<file path="src/rtl/ctrl_pkg.sv">
// Shared control encodings and pipeline bundle types for ctrl_pipe.
package ctrl_pkg;

    localparam logic [2:0] ALU_ADD = 3'b000;
    localparam logic [2:0] ALU_SUB = 3'b001;
    localparam logic [2:0] ALU_AND = 3'b010;
    localparam logic [2:0] ALU_OR  = 3'b011;
    localparam logic [2:0] ALU_SLT = 3'b101;
    localparam logic [2:0] ALU_INV = 3'b111;

    localparam logic [6:0] OP_LOAD   = 7'b0000011;
    localparam logic [6:0] OP_ITYPE  = 7'b0010011;
    localparam logic [6:0] OP_STORE  = 7'b0100011;
    localparam logic [6:0] OP_RTYPE  = 7'b0110011;
    localparam logic [6:0] OP_BRANCH = 7'b1100011;
    localparam logic [6:0] OP_JAL    = 7'b1101111;

    localparam int E_CTRL_W = 14;
    localparam int M_CTRL_W = 8;
    localparam int W_CTRL_W = 7;

    typedef struct packed {
        logic       reg_write;
        logic       result_src;
        logic       mem_write;
        logic       alu_src;
        logic       branch;
        logic       jump;
        logic [2:0] alu_control;
        logic [4:0] rd;
    } e_ctrl_t;

    typedef struct packed {
        logic       reg_write;
        logic       result_src;
        logic       mem_write;
        logic [4:0] rd;
    } m_ctrl_t;

    typedef struct packed {
        logic       reg_write;
        logic       result_src;
        logic [4:0] rd;
    } w_ctrl_t;

    function automatic m_ctrl_t to_m(input e_ctrl_t e);
        m_ctrl_t m;
        m.reg_write  = e.reg_write;
        m.result_src = e.result_src;
        m.mem_write  = e.mem_write;
        m.rd         = e.rd;
        return m;
    endfunction

    function automatic w_ctrl_t to_w(input m_ctrl_t m);
        w_ctrl_t w;
        w.reg_write  = m.reg_write;
        w.result_src = m.result_src;
        w.rd         = m.rd;
        return w;
    endfunction

endpackage

</file>
<file path="src/rtl/ctrl_pipe_hazard_detect.sv">
// Combinational load-use and redirect detection for ctrl_pipe.
module hazard_detect
    import ctrl_pkg::*;
(
    input  logic       reg_write_e,
    input  logic       result_src_e,
    input  logic       branch_e,
    input  logic       jump_e,
    input  logic       zero_e,
    input  logic [4:0] rd_e,
    input  logic [4:0] rs1_d,
    input  logic [4:0] rs2_d,
    output logic       pc_src_e,
    output logic       bubble_e,
    output logic       stall_f,
    output logic       stall_d,
    output logic       flush_d
);

    logic load_use;

    always_comb begin
        pc_src_e = jump_e | (branch_e & zero_e);
        load_use = result_src_e & reg_write_e & (rd_e != 5'd0)
                 & ((rd_e == rs1_d) | (rd_e == rs2_d));
        // A redirect kills the stalled instruction, so flush wins.
        stall_f  = load_use & ~pc_src_e;
        stall_d  = load_use & ~pc_src_e;
        flush_d  = pc_src_e;
        bubble_e = pc_src_e | load_use;
    end

endmodule

</file>
<file path="src/rtl/ctrl_pipe.sv">
// E/M/W control pipeline registers; CTRL_PIPE_PERF_EN adds bubble_count.
module ctrl_pipe
    import ctrl_pkg::*;
(
    input  logic        clk,
    input  logic        reset,
`ifdef CTRL_PIPE_PERF_EN
    output logic [31:0] bubble_count,
`endif
    input  logic        RegWriteD,
    input  logic        ResultSrcD,
    input  logic        MemWriteD,
    input  logic        ALUSrcD,
    input  logic        BranchD,
    input  logic        JumpD,
    input  logic [2:0]  ALUControlD,
    input  logic [4:0]  RdD,
    input  logic [4:0]  Rs1D,
    input  logic [4:0]  Rs2D,
    input  logic        ZeroE,
    output logic        RegWriteE,
    output logic        ResultSrcE,
    output logic        MemWriteE,
    output logic        ALUSrcE,
    output logic        BranchE,
    output logic        JumpE,
    output logic [2:0]  ALUControlE,
    output logic [4:0]  RdE,
    output logic        RegWriteM,
    output logic        ResultSrcM,
    output logic        MemWriteM,
    output logic [4:0]  RdM,
    output logic        RegWriteW,
    output logic        ResultSrcW,
    output logic [4:0]  RdW,
    output logic        PCSrcE,
    output logic        StallF,
    output logic        StallD,
    output logic        FlushD
);

    e_ctrl_t e_d, e_q;
    m_ctrl_t m_d, m_q;
    w_ctrl_t w_d, w_q;
    logic    bubble_e;

    hazard_detect u_hazard (
        .reg_write_e  (e_q.reg_write),
        .result_src_e (e_q.result_src),
        .branch_e     (e_q.branch),
        .jump_e       (e_q.jump),
        .zero_e       (ZeroE),
        .rd_e         (e_q.rd),
        .rs1_d        (Rs1D),
        .rs2_d        (Rs2D),
        .pc_src_e     (PCSrcE),
        .bubble_e     (bubble_e),
        .stall_f      (StallF),
        .stall_d      (StallD),
        .flush_d      (FlushD)
    );

    always_comb begin
        e_d = '0;
        if (!bubble_e) begin
            // Writes to x0 are dropped here so later stages never see them.
            e_d.reg_write   = RegWriteD & (RdD != 5'd0);
            e_d.result_src  = ResultSrcD;
            e_d.mem_write   = MemWriteD;
            e_d.alu_src     = ALUSrcD;
            e_d.branch      = BranchD;
            e_d.jump        = JumpD;
            e_d.alu_control = ALUControlD;
            e_d.rd          = RdD;
        end
        m_d = to_m(e_q);
        w_d = to_w(m_q);
    end

    always_ff @(posedge clk) begin
        if (reset) begin
            e_q <= '0;
            m_q <= '0;
            w_q <= '0;
        end else begin
            e_q <= e_d;
            m_q <= m_d;
            w_q <= w_d;
        end
    end

`ifdef CTRL_PIPE_PERF_EN
    logic [31:0] bubble_count_d, bubble_count_q;

    always_comb begin
        bubble_count_d = bubble_count_q + {31'd0, bubble_e};
    end

    always_ff @(posedge clk) begin
        if (reset) bubble_count_q <= '0;
        else       bubble_count_q <= bubble_count_d;
    end

    assign bubble_count = bubble_count_q;
`endif

    assign RegWriteE   = e_q.reg_write;
    assign ResultSrcE  = e_q.result_src;
    assign MemWriteE   = e_q.mem_write;
    assign ALUSrcE     = e_q.alu_src;
    assign BranchE     = e_q.branch;
    assign JumpE       = e_q.jump;
    assign ALUControlE = e_q.alu_control;
    assign RdE         = e_q.rd;
    assign RegWriteM   = m_q.reg_write;
    assign ResultSrcM  = m_q.result_src;
    assign MemWriteM   = m_q.mem_write;
    assign RdM         = m_q.rd;
    assign RegWriteW   = w_q.reg_write;
    assign ResultSrcW  = w_q.result_src;
    assign RdW         = w_q.rd;

endmodule

</file>
<file path="config.mk">
export PLATFORM = sky130hd
export DESIGN_NAME = ctrl_pipe
export DESIGN_NICKNAME = d
export VERILOG_FILES = /design/src/rtl/ctrl_pkg.sv /design/src/rtl/ctrl_pipe_hazard_detect.sv /design/src/rtl/ctrl_pipe.sv
export SDC_FILE = /design/constraint.sdc
export NUM_CORES = 1
export LEC_CHECK = 0
export ABC_AREA = 1
export BUFFER_PORTS_ARGS = -buffer_cell sky130_fd_sc_hd__buf_2
export CELL_PAD_IN_SITES_DETAIL_PLACEMENT = 2
export CELL_PAD_IN_SITES_GLOBAL_PLACEMENT = 2
export CORE_UTILIZATION = 21
export CTS_CLUSTER_DIAMETER = 150
export DETAILED_ROUTE_END_ITERATION = 10
export PLACE_DENSITY_LB_ADDON = 0.1
export REMOVE_ABC_BUFFERS = 1
export SLEW_MARGIN = 40
export SYNTH_ARGS = -nofsm -noshare
export SYNTH_HDL_FRONTEND = slang
export SYNTH_SLANG_ARGS = --single-unit
</file>
<file path="constraint.sdc">
create_clock -name clk -period 1.25 [get_ports clk]
set_input_delay 0.0625 -clock clk [delete_from_list [all_inputs] [get_ports clk]]
set_output_delay 0.0625 -clock clk [all_outputs]
set_load 0.02 [all_outputs]
</file>
==> flow_summary.ini <==
[min_path]
hold_end = ALUControlE[2]$_SDFF_PP0_
hold_depth = 3
hold_class = input port to flip-flop
worstHoldStart = ALUControlD[2]

[placement]
dp_hpwl_mm = 2.564
place_area_um2 = 1473
port_buffers = 59
gp_congestion = 0.7427

[timing]
hold_violations = 0
min_period_ns = 1.467
layout_setup_ws_ns = -0.2166
relSlewSlack = 0.6203
slew_viol_final = 0
fmax_mhz = 681.8
clock_skew_ns = 0.005172
rsz0062_at_grt = true
worst_pin_slew_ns = 0.5675
tns_ns = -1.615
final-setup-viol-count = 16
period_share = 1.173

[routing]
drt_iter0_drc = 20
wl_per_cell_um = 11.21
wl_mm = 3.297
vias_per_cell = 3.857
drc = 0
postRouteAntennaNets = 0
via_count = 1134
firstDrtPassIters = 2

[critical_path]
critPathKind = flip-flop to primary output
crit_required_ns = 1.19
path_depth = 7
reg2regPathDepth = 4
cp.arrival_ns = 1.40
reg2reg_to = RdE[1]$_SDFF_PP0_
critPathTopFamily = flip-flops
r2r-start = BranchE$_SDFF_PP0_
cp-end-kind = primary output
startpoint_type = flip-flop
crit_buf_inv = 2
critPathMaxFanout = 4
ff2ff_setup_slack_ns = -0.12
crit_chain = buf_4 > xnor2_2 > nand3_1 > nand2_1 > nand2_2 > nor2_4 > buf_6
max_stage_delay_ns = 0.36
cp_slowest_cell = dfxtp_4

[cells_and_area]
final_area_um2 = 1773
final_util = 0.3705
final_cell_mix = buf_2 (57), inv_1 (32), nor2_1 (32)
layout.nets = 253
drive_gt1_frac = 0.4802
area_growth_pct = 68.49
diodes = 0
layout.cells.most_common = buf_2

[global_routing]
antenna_found_initial = 0
track_usage = 0.1375
grt_max_degree = 16
first_global_vias = 1200
grt.overflow.total = 0
grt_first_pass_wirelength_mm = 5.313

[clock_tree]
cts_buffer_depth = 2
cts_tree = done
clk_pin_slew_ns = 0.06
cts.sinks = 29
clk-insertion-delay-late_ns = 0.28
cts.root.buffer_cell = clkbuf_8
htree_levels = 2
cts_buffers = 5

[job]
max-cap-violations = 0

[pwr]
vdd_ir_drop_max_v = 0.0004458
leakage_uw = 0.0009890
power.density_nw_per_um2 = 1189

[synth]
syn_area_um2 = 1052
synth_cell_type_count = 15
synth_edf_count = 0
async_flop_share = 0
ys_seq_area_frac = 0.5517
ys_warn_count = 0
synth_top_family_by_area = simple AND/OR/NAND/NOR gates
avgSynthCellArea_um2 = 7.358
ys_ff_latch = 29
synthMuxAreaShare = 0
synth-compound-area-share = 0.01189
synth_ff_type = dfxtp_1
netlist_instances = 143
synthSimpleGateAreaFrac = 0.2556
synthXorXnorAreaFrac = 0.01665
synth_adder_area_share = 0

[die]
row_count = 25
dieArea_um2 = 5298
dieHeight_um = 72.79
coreArea_um2 = 4786
ios = 60
fp.dieW_um = 72.79
start_util = 0.2199

[status]
outcome = finished with violations
violations = negative setup slack
## metal layers
layer	vias up	track usage	part of all wire
met1	527	0.1313	0.36
met4	0	0.05229	0.0064
met5	-	0	0
met3	4	0.04558	0.048
met2	36	0.2690	0.59
li1	567	-	-
## worst register-to-register path: stages (launching register included)
cell,delay [ns]
dfxtp_1,0.32
a21o_1,0.25
nor2_1,0.47
nand2_4,0.16
nor2_2,0.11
## through the flow
step / total power (uW) / hold slack [ns] / std cells / setup WS, ns
finish: 2108 / 0.01912 / 294 / -0.2166
global route: 2231 / 0.01128 / 294 / -0.3145
CTS: 2131 / 0.0005581 / 292 / -0.2714
detailed placement: 1332 / 0.2880 / 274 / -0.2012
global placement: 1318 / 0.2809 / 274 / -0.1646
floorplan: 1168 / 0.1347 / 138 / -0.2869
## logic make-up after synthesis
group	Yosys count
AOI/OAI and AO/OA	2
xor gates and xnor gates	2
buffers and inverters	42
DFF	29
and+or+nand+nor	68
## registers in the layout (all words and copies together) (netlist names), 3 cells and up
| register | count |
|---|---|
| RdE | 5 |
| RdM | 5 |
| RdW | 5 |
| ALUControlE | 3 |
## how the worst max path moves through the flow
stage,start,slack (ns),to
3_5_place_dp,RdE[2]$_SDFF_PP0_,-0.20,ALUControlE[2]$_SDFF_PP0_
4_1_cts,RdE[2]$_SDFF_PP0_,-0.27,StallD
5_1_grt,RdE[4]$_SDFF_PP0_,-0.31,StallD
3_3_place_gp,RdE[2]$_SDFF_PP0_,-0.16,RegWriteE$_SDFF_PP0_
2_1_floorplan,RdE[1]$_SDFF_PP0_,-0.29,StallD
6_report,RdE[3]$_SDFF_PP0_,-0.22,StallD
## synth_stat cells, types with 2 or more instances
master     n  share of area
nor2_1    37           0.13
inv_1     36           0.13
dfxtp_1   29           0.55
nand2_1   23          0.082
nand3_1    4          0.019
buf_4      2          0.014
clkbuf_1   2         0.0071
nand2_2    2          0.012
xnor2_1    2          0.017
## power breakdown
part | internal [uW] | switching [uW]
combinational | 163 | 208
sequential | 967 | 30.6
clock | 383 | 357
## final cells by class
class / instances / area (um2)
Tap cell: 67 / 83.83
Inverter: 37 / 143.9
Multi-Input combinational cell: 73 / 379.1
Clock buffer: 5 / 68.82
Sequential cell: 29 / 596.8
Clock inverter: 3 / 17.52
Timing Repair Buffer: 80 / 483.0
Fill cell: 571 / 3013
## repair_timing
item                                    in CTS  in global routing
gates cloned                                 1                  0
hold endpoints to repair                     6                  1
endpoints found under the setup margin      16                 16
setup buffers                                3                  1
hold buffers                                 6                  1
pin swaps                                    6                 13
gates resized for setup                     23                 15
No activity file was read; power rests on OpenSTA's default activity.
